[src/rtl/alu_sched_pkg.sv]
// Shared types for the round-robin ALU scheduler: opcodes, FSM states, divide-by-zero result.
package alu_sched_pkg;

    typedef enum logic [3:0] {
        OP_ADD  = 4'h0,
        OP_SUB  = 4'h1,
        OP_MUL  = 4'h2,
        OP_DIV  = 4'h3,
        OP_AND  = 4'h4,
        OP_OR   = 4'h5,
        OP_NAND = 4'h6,
        OP_NOR  = 4'h7,
        OP_INC  = 4'h8,
        OP_DEC  = 4'h9,
        OP_XOR  = 4'hA,
        OP_SHR  = 4'hB,
        OP_SHL  = 4'hC,
        OP_ADC  = 4'hD,
        OP_SBB  = 4'hE,
        OP_INCB = 4'hF
    } alu_op_e;

    typedef enum logic [1:0] {
        IDLE = 2'd0,
        EXEC = 2'd1,
        RESP = 2'd2
    } sched_state_e;

    localparam logic [7:0] DZ_RESULT = 8'hFF;

endpackage

[src/rtl/alu_rr_sched_arbiter.sv]
// Combinational round-robin arbiter: grants the first request at or after ptr, wrapping.
// Zero latency; no backpressure of its own, gnt is all zero when nothing requests.
module rr_arbiter #(
    parameter int N  = 4,
    parameter int IW = $clog2(N)
) (
    input  logic [N-1:0]  req,
    input  logic [IW-1:0] ptr,
    output logic [N-1:0]  gnt,
    output logic [IW-1:0] gnt_idx
);

    logic [IW-1:0] idx;

    // Walk offsets from farthest to nearest so the nearest valid index wins.
    always_comb begin
        gnt     = '0;
        gnt_idx = '0;
        idx     = '0;
        for (int k = N - 1; k >= 0; k--) begin
            idx = IW'((int'(ptr) + k) % N);
            if (req[idx]) begin
                gnt      = '0;
                gnt[idx] = 1'b1;
                gnt_idx  = idx;
            end
        end
    end

endmodule

[src/rtl/alu_rr_sched.sv]
// Round-robin shared 8-bit ALU: one op in flight, accept-to-rsp_valid 2 cycles, issue every 3.
// Backpressure: result held stable until the granted requester's rsp_ready; no new grant meanwhile.
import alu_sched_pkg::*;

module alu_rr_sched #(
    parameter int NUM_REQ = 4,
    parameter int DW      = 8
) (
    input  logic                  clk,
    input  logic                  rst,
    input  logic [NUM_REQ-1:0]    req_valid,
    output logic [NUM_REQ-1:0]    req_ready,
    input  logic [NUM_REQ*DW-1:0] req_a,
    input  logic [NUM_REQ*DW-1:0] req_b,
    input  logic [NUM_REQ*4-1:0]  req_op,
    output logic [NUM_REQ-1:0]    rsp_valid,
    input  logic [NUM_REQ-1:0]    rsp_ready,
    output logic [DW-1:0]         rsp_data,
    output logic                  rsp_dz,
    output logic                  busy
);

    localparam int IW = $clog2(NUM_REQ);
    localparam logic [DW-1:0] ONE = DW'(1);

    sched_state_e   state;
    logic [IW-1:0]  rr_ptr;
    logic [IW-1:0]  id;
    logic [IW-1:0]  gnt_idx;
    logic [NUM_REQ-1:0] gnt;
    logic [DW-1:0]  a_q;
    logic [DW-1:0]  b_q;
    alu_op_e        op_q;
    logic [DW-1:0]  alu_res;
    logic           alu_dz;

    rr_arbiter #(.N(NUM_REQ), .IW(IW)) u_arb (
        .req     (req_valid),
        .ptr     (rr_ptr),
        .gnt     (gnt),
        .gnt_idx (gnt_idx)
    );

    // Accept is combinational so the winner sees ready in the cycle it is chosen.
    assign req_ready = (state == IDLE && !rst) ? gnt : '0;

    always_comb begin
        alu_res = '0;
        alu_dz  = 1'b0;
        case (op_q)
            OP_ADD:  alu_res = a_q + b_q;
            OP_SUB:  alu_res = a_q - b_q;
            OP_MUL:  alu_res = a_q * b_q;
            OP_DIV: begin
                if (b_q == '0) begin
                    alu_res = DW'(DZ_RESULT);
                    alu_dz  = 1'b1;
                end else begin
                    alu_res = a_q / b_q;
                end
            end
            OP_AND:  alu_res = a_q & b_q;
            OP_OR:   alu_res = a_q | b_q;
            OP_NAND: alu_res = ~(a_q & b_q);
            OP_NOR:  alu_res = ~(a_q | b_q);
            OP_INC:  alu_res = a_q + ONE;
            OP_DEC:  alu_res = a_q - ONE;
            OP_XOR:  alu_res = a_q ^ b_q;
            OP_SHR:  alu_res = a_q >> 1;
            OP_SHL:  alu_res = a_q << 1;
            OP_ADC:  alu_res = a_q + b_q + ONE;
            OP_SBB:  alu_res = a_q - b_q - ONE;
            OP_INCB: alu_res = b_q + ONE;
            default: alu_res = '0;
        endcase
    end

    always_ff @(posedge clk) begin
        if (rst) begin
            state     <= IDLE;
            rr_ptr    <= '0;
            id        <= '0;
            a_q       <= '0;
            b_q       <= '0;
            op_q      <= OP_ADD;
            rsp_valid <= '0;
            rsp_data  <= '0;
            rsp_dz    <= 1'b0;
            busy      <= 1'b0;
        end else begin
            case (state)
                IDLE: begin
                    if (|req_valid) begin
                        a_q   <= req_a[gnt_idx*DW +: DW];
                        b_q   <= req_b[gnt_idx*DW +: DW];
                        op_q  <= alu_op_e'(req_op[gnt_idx*4 +: 4]);
                        id    <= gnt_idx;
                        busy  <= 1'b1;
                        state <= EXEC;
                    end
                end
                EXEC: begin
                    rsp_data  <= alu_res;
                    rsp_dz    <= alu_dz;
                    rsp_valid <= NUM_REQ'(1) << id;
                    state     <= RESP;
                end
                RESP: begin
                    // Only the granted requester's ready completes the handshake.
                    if (rsp_ready[id]) begin
                        rsp_valid <= '0;
                        rr_ptr    <= (int'(id) == NUM_REQ - 1) ? '0 : id + IW'(1);
                        busy      <= 1'b0;
                        state     <= IDLE;
                    end
                end
                default: state <= IDLE;
            endcase
        end
    end

endmodule

[config.mk]
export PLATFORM = sky130hd
export DESIGN_NAME = alu_rr_sched
export DESIGN_NICKNAME = d
export VERILOG_FILES = /design/src/rtl/alu_sched_pkg.sv /design/src/rtl/alu_rr_sched_arbiter.sv /design/src/rtl/alu_rr_sched.sv
export SDC_FILE = /design/constraint.sdc
export NUM_CORES = 1
export LEC_CHECK = 0
export CORE_MARGIN = 1
export CORE_UTILIZATION = 23
export DETAILED_ROUTE_END_ITERATION = 16
export DONT_BUFFER_PORTS = 1
export PLACE_DENSITY = 0.37
export RECOVER_POWER = 100
export SYNTH_ARGS = -nofsm -noshare
export SYNTH_HDL_FRONTEND = slang
export SYNTH_SLANG_ARGS = --single-unit
[constraint.sdc]
create_clock -name clk -period 14.4 [get_ports clk]
set_input_delay 2.88 -clock clk [delete_from_list [all_inputs] [get_ports clk]]
set_output_delay 2.88 -clock clk [all_outputs]
set_load 0.02 [all_outputs]
=== Yosys cells after proc, flatten, opt, wreduce, memory -nomap -nowiden ===
Cells that the tools add are included.

* Register bits after elaboration: 40
* Bits in latches: 0
* Bits in writable memories: 0
* Memory bits (read-only): 0
* Input port bits: 90
* Output and inout port bits: 18
* Logic and storage cells: 118
* Memories: 0

* Add/subtract/negate cells: 11
* $mul: 1
* Div/mod/pow operators: 1
* Magnitude comparators: 9
* Equal/unequal tests: 20
* Shift operators: 4
* Muxes and demuxes: 40
* Bitwise operators: 5
* Reduce and logical (&&, ||, !) cells: 17

{| class="wikitable"
|+ Operators with widths
! cell !! number
|-
| one-hot mux 8 bit (16 select lines) || 1
|-
| variable part select 32 x 6 -> 8 bit || 2
|-
| == test 4 bit, second input constant || 8
|-
| adder 8 x 1 -> 8 bit, second input constant || 3
|-
| 2-to-1 mux 4 bit || 6
|-
| == test 4 x 3 -> 1 bit, second input constant || 4
|-
| inverter 8 bit || 2
|-
| variable part select 16 x 5 -> 4 bit || 1
|-
| subtractor 8 x 1 -> 8 bit, second input constant || 2
|-
| < comparator 2 x 3 -> 1 bit, second input constant || 5
|-
| 2-to-1 mux 2 bit || 7
|-
| 2-to-1 mux 1 bit || 13
|-
| binary-select mux 1 bit (select 2 bit) || 5
|-
| adder 8 bit || 1
|-
| AND 8 bit || 1
|-
| demux 1 bit (select 2 bit) || 4
|-
| divider 8 x 8 -> 8 bit || 1
|-
| == test 4 x 2 -> 1 bit, second input constant || 2
|-
| >= comparator 2 x 1 -> 1 bit, second input constant || 4
|-
| zero test 8 bit || 1
|-
| multiplier 8 x 8 -> 8 bit || 1
|-
| 2-to-1 mux 8 bit || 1
|-
| OR 8 bit || 1
|-
| one-hot mux 4 bit (2 select lines) || 1
|-
| 20 further kinds || 31
|}

=== Logic depth before layout (Yosys ltp) ===
* Word-level depth: 10
* Mapped depth: 51

=== By module ===
From an unflattened synthesis, not the netlist that was laid out.

* Cell total of the unflattened synthesis: 930
* Area, all modules: 7228.2 µm²

{| class="wikitable"
|+ Modules (own cells, without submodules)
! module !! instances !! cells each !! area each (µm²)
|-
| alu_rr_sched || 1 || 864 || 6642.6
|-
| rr_arbiter || 1 || 66 || 585.6
|}

=== Least setup slack after synthesis ===
Ideal clock, no wire load.

* Kind: reg-to-reg
* From: register b_q[4]
* To: register rsp_data[0]
* Arrival: 10.118 ns
* Path slack: 4.151 ns
* Stages on the path, launching flop included: 47
* Cells stage by stage: dfxtp_1 -> nor4_4 -> nand2_1 -> nor2_1 -> a21oi_1 -> a21oi_1 -> ha_1 -> nor4b_1 -> o211ai_1 -> o221a_1 -> ha_1 -> o21ai_0 -> a21oi_1 -> mux2i_1 -> ha_1 -> o21a_1 -> o21a_1 -> o21a_1 -> [11 not listed] -> o21a_1 -> o211ai_2 -> o21ai_0 -> ha_1 -> o21a_1 -> o21a_1 -> o21a_1 -> o311a_1 -> a221oi_2 -> mux2_2 -> ha_1 -> o21a_1 -> o21a_1 -> o21a_1 -> o21ai_0 -> nand2b_1 -> a2111oi_0 -> o21ai_0

* Cells in the longest elaborated chain, start to end: 3
* Elaborated cells on any way between the ends: 4
* Those cells by class: 1 x div; 2 x mux; 1 x reduce/logical

{| class="wikitable"
|+ RTL lines
! what !! RTL line !! text
|-
| from (decl) || alu_rr_sched.sv:32 || <nowiki>logic [DW-1:0] b_q;</nowiki>
|-
| from (signal assigned) || alu_rr_sched.sv:95 || <nowiki>b_q <= req_b[gnt_idx*DW +: DW];</nowiki>
|-
| divider 8 x 8 -> 8 bit / zero test 8 bit (equally long branches) || alu_rr_sched.sv:59, alu_rr_sched.sv:55 ||
|-
| 2-to-1 mux 8 bit * || alu_rr_sched.sv:55 || <nowiki>if (b_q == '0) begin</nowiki>
|-
| one-hot mux 8 bit (16 select lines) * || alu_rr_sched.sv:50 || <nowiki>case (op_q)</nowiki>
|-
| to (signal assigned) || alu_rr_sched.sv:103 || <nowiki>rsp_data <= alu_res;</nowiki>
|-
| to (decl) || alu_rr_sched.sv:18 || <nowiki>output logic [DW-1:0] rsp_data,</nowiki>
|}

Every way passes the cells marked *; elsewhere a longest branch is shown, timed or not.
A chain may end at the register's enable or synchronous reset.

=== Worst setup path in the final report ===
* From: register b_q[0]
* To: register rsp_data[0]

* Cells in the longest elaborated chain, start to end: 3
* Elaborated cells on any way between the ends: 15
* Those cells by class: 5 x add/sub; 1 x mul; 1 x div; 2 x mux; 5 x bitwise; 1 x reduce/logical

{| class="wikitable"
|+ RTL lines
! what !! RTL line !! text
|-
| divider 8 x 8 -> 8 bit, or another cell as far along || alu_rr_sched.sv:59 || <nowiki>alu_res = a_q / b_q;</nowiki>
|-
| 2-to-1 mux 8 bit, or another cell as far along || alu_rr_sched.sv:55 ||
|-
| one-hot mux 8 bit (16 select lines) * || alu_rr_sched.sv:50 ||
|}

Marks and branches as above.

==> impl_metrics.csv <==
group,metric,value,unit
clock_network,cts_resized,0,
clock_network,cts_buffers,5,
grt,grt_pass1_vias,6941,
clock_network,clock-root-buffer,"clkbuf_16",
grt,grt_max_degree,45,
worst_setup_path,slowest_stage,"o211ai_1",
drt,wl_per_cell,20.73,um
clock_network,clkTransAtPathRegs,0.07,ns
logic_synthesis,ys_seq_area_share,11.38,%
power,ir_drop,0.1777,mV
clock_network,htreeDepth,2,
sta,finalHoldViolCount,0,
floorplanning,die_x,176.9,um
worst_setup_path,arrival,12.41,ns
worst_setup_path,max_stage_delay,0.67,ns
sta,skew,0.01132,ns
floorplanning,coreArea,29870,um2
sta,finalWorstSetupSlack,2.162,ns
power,power_switching,0.9232,mW
worst_setup_path,crit_top_cell,"o21a_1",
sta,slew_viol_final,0,
layout,multi_input_area,5794,um2
layout,drive_above_1_share,6.760,%
power,power,1.853,mW
layout,syn_to_final_growth,8.341,%
layout,num_antenna_cells,0,
drt,via_per_inst,5.265,
floorplanning,core.rowCount,63,
power,p_comb_share,83.9,%
logic_synthesis,synth_fa_ha_area_share,20.17,%
logic_synthesis,synth_top_family_by_area,"compound AO/OA/AOI/OAI gates",
power,switching_share,49.82,%
drt,drt_iter0_markers,504,
clock_network,post_cts_buffers,0,
worst_setup_path,path_max_fanout,13,
logic_synthesis,synthFlopType,"dfxtp_1",
worst_setup_path,crit_buf_inv,1,
clock_network,cts_tree,"built",
logic_synthesis,ys_ff_latch,40,
sta,rsz0062_at_grt,"no",
logic_synthesis,synth_compound_gate_area_share,23.78,%
grt,grt_pass1_wl,41.98,mm
drt,num_vias,6960,
logic_synthesis,postSynth.asyncResetShare,0,%
job,cap_violations,0,
grt,grt_antenna_before_repair,0,
worst_setup_path,end_kind,"register",
power,p_clk_share,7.2,%
worst_setup_path,crit_type,"reg -> reg",
drt,drtPass1Iterations,6,
placement,port_buffers,0,
worst_setup_path,startpoint_type,"register",
sta,worst_slew_pin_slew,1.294,ns
placement,place.gp.congestion,0.8959,
logic_synthesis,yosysWarnings,0,
floorplanning,num_io_pins,108,
drt,antenna_left,0,
logic_synthesis,muxShareOfSynthArea,9.497,%
floorplanning,start_util,23.55,%
drt,finalWirelength,27.41,mm
min_path,whs_path_depth,2,
logic_synthesis,avgSynthCellArea,7.313,um2
power,cellPowerDensity,243.1,nW/um2
worst_setup_path,r2r-start,"b_q[0]$_SDFFE_PP0P_",
logic_synthesis,synth_edf_count,0,
worst_setup_path,reg2reg_depth,46,
min_path,hp-class,"reg -> reg",
floorplanning,die-area,31290,um2
layout,n_fill_cell,3273,
power,p_int,0.9299,mW
logic_synthesis,synth_xor_area_share,6.224,%
grt,gr-total-overflow,0,
clock_network,clock_sinks,40,
clock_network,clkLatencyLatePin,0.29,ns
sta,setup_tns,0,ns
placement,preCtsSetupSlack,2.791,ns
sta,fin_crit,12.24,ns
worst_setup_path,critPathRequiredTime,14.57,ns
worst_setup_path,reg2reg_to,"rsp_data[0]$_SDFFE_PP0P_",
placement,dp_hpwl,21.26,mm
min_path,worstHoldStart,"b_q[5]$_SDFFE_PP0P_",
sta,timing.fmax,0.08171,GHz
layout,regArea,800.8,um2
worst_setup_path,reg2reg_slack,2.16,ns
layout,fin_nets,1126,
power,p_leak,3.055,nW
clock_network,clock_path_buffers,2,
logic_synthesis,synth_area,7035,um2
floorplanning,die_y,176.9,um
sta,setup_viol,0,
power,pwr-share-seq,8.9,%
logic_synthesis,synth_nets,1157,
sta,max-slew-margin-rel,13.73,%
grt,grt_usage,17.66,%
logic_synthesis,syn_inst,962,
logic_synthesis,yosysUniqueCellTypes,73,
sta,min_period_over_period,84.99,%
clock_network,ctsHoldBuffers,0,
drt,route.detailed.drc,0,
worst_setup_path,cpLargestDelayFamily,"compound AO/OA/AOI/OAI gates",
logic_synthesis,synth-simple-area-share,22.57,%
min_path,holdPathEnd,"b_q[5]$_SDFFE_PP0P_",
run_status,status,"finished, final reports clean",
[state kept, by name (all words and copies together) (netlist names)]
name	flops
rsp_valid	4
rsp_data	8
busy	1
op_q	4
state	2
rr_ptr	2
a_q	8
id	2
b_q	8
rsp_dz	1
[logic make-up after synthesis]
logic type      after synthesis
mux                          56
simple gates                345
buf+inv                     118
xor+xnor                     50
flops                        40
fa+ha+maj                   105
compound gates              248
[per-layer routing]
layer	wire (um)	GRT usage, %	up-vias	share of wire, %
li1	-	-	3404	-
met1	13020	24.41	3283	47
met2	12450	28.95	247	45
met3	1385	1.890	26	5.1
met4	558	4.670	0	2.0
met5	0	0	-	0
[metrics by stage]
stage	utilization [%]	area, um2	hold slack (ns)	cells
after floorplan	-	7036	0.4900	962
after global placement	24.97	7460	0.5340	1314
after detailed placement	24.97	7460	0.5305	1314
after CTS	25.54	7631	0.5402	1322
after global routing	25.51	7622	0.5653	1322
final	25.51	7622	0.5365	1322
[cell usage after synthesis (all sizes together), types with 6 or more instances]
| cell type | number | area [um2] |
|---|---|---|
| o21a | 18 | 135.1 |
| mux2i | 30 | 300.3 |
| a21oi | 58 | 290.3 |
| xor2 | 11 | 96.34 |
| clkbuf | 46 | 172.7 |
| a211oi | 11 | 82.58 |
| nor3b | 6 | 45.04 |
| nand2b | 9 | 56.30 |
| nor2b | 11 | 68.82 |
| o22ai | 9 | 56.30 |
| ha | 91 | 1139 |
| buf | 11 | 47.54 |
| inv | 59 | 221.5 |
| dfxtp | 40 | 800.8 |
| a31oi | 17 | 106.4 |
| mux2 | 21 | 255.2 |
| nor2 | 79 | 296.5 |
| nand3 | 34 | 170.2 |
| o21ai | 47 | 235.2 |
| xnor2 | 39 | 341.6 |
| a221oi | 11 | 102.6 |
| fa | 14 | 280.3 |
| nor3 | 31 | 155.2 |
| nand2 | 136 | 510.5 |
| nor4 | 9 | 71.32 |
| a21o | 10 | 75.07 |
[worst min-delay path: stages, from the launching register on]
cell     delay, ns
dfxtp_1       0.37
nand2_1       0.08
a21oi_1       0.06
[layout make-up]
class / count / share of cell area, %
tap: 390 / 6.402
clock inverter: 3 / 0.6074
sequential: 40 / 10.51
multi-input combinational: 804 / 76.02
inverter: 61 / 3.004
timing repair buffer: 19 / 1.822
clock buffer: 5 / 1.641
[worst max-delay path by stage]
| stage | slack [ns] | endpoint | start | cells past startpoint |
|---|---|---|---|---|
| 3_3_place_gp | 3.00 | rsp_data[0]$_SDFFE_PP0P_ | b_q[4]$_SDFFE_PP0P_ | 46 |
| 3_5_place_dp | 2.79 | rsp_data[0]$_SDFFE_PP0P_ | b_q[0]$_SDFFE_PP0P_ | 45 |
| 2_1_floorplan | 4.15 | rsp_data[0]$_SDFFE_PP0P_ | b_q[4]$_SDFFE_PP0P_ | 46 |
| 6_report | 2.16 | rsp_data[0]$_SDFFE_PP0P_ | b_q[0]$_SDFFE_PP0P_ | 46 |
| 4_1_cts | 2.74 | rsp_data[0]$_SDFFE_PP0P_ | b_q[0]$_SDFFE_PP0P_ | 45 |
| 5_1_grt | 1.01 | rsp_data[0]$_SDFFE_PP0P_ | b_q[4]$_SDFFE_PP0P_ | 48 |
[power by group through the flow]
| stage | sequential (mW) | clock, mW | combinational [mW] |
|---|---|---|---|
| after floorplan | 0.153 | 0 | 1.21 |
| after global placement | 0.167 | 0 | 1.57 |
| after detailed placement | 0.169 | 0 | 1.54 |
| after CTS | 0.166 | 0.137 | 1.56 |
| after global routing | 0.168 | 0.141 | 1.74 |
| final | 0.165 | 0.133 | 1.56 |
[cells in the final DEF (no fill, tap or decap), types with 30 or more instances in the layout]
cell type / synthesis / layout
a21oi_1: 58 / 58
dfxtp_1: 40 / 40
ha_1: 91 / 91
inv_1: 59 / 59
mux2i_1: 30 / 30
nand2_1: 136 / 136
nand3_1: 34 / 34
nor2_1: 79 / 79
nor3_1: 31 / 31
o21ai_0: 46 / 47
xnor2_1: 39 / 39
Power figures use the tool's default switching activity.
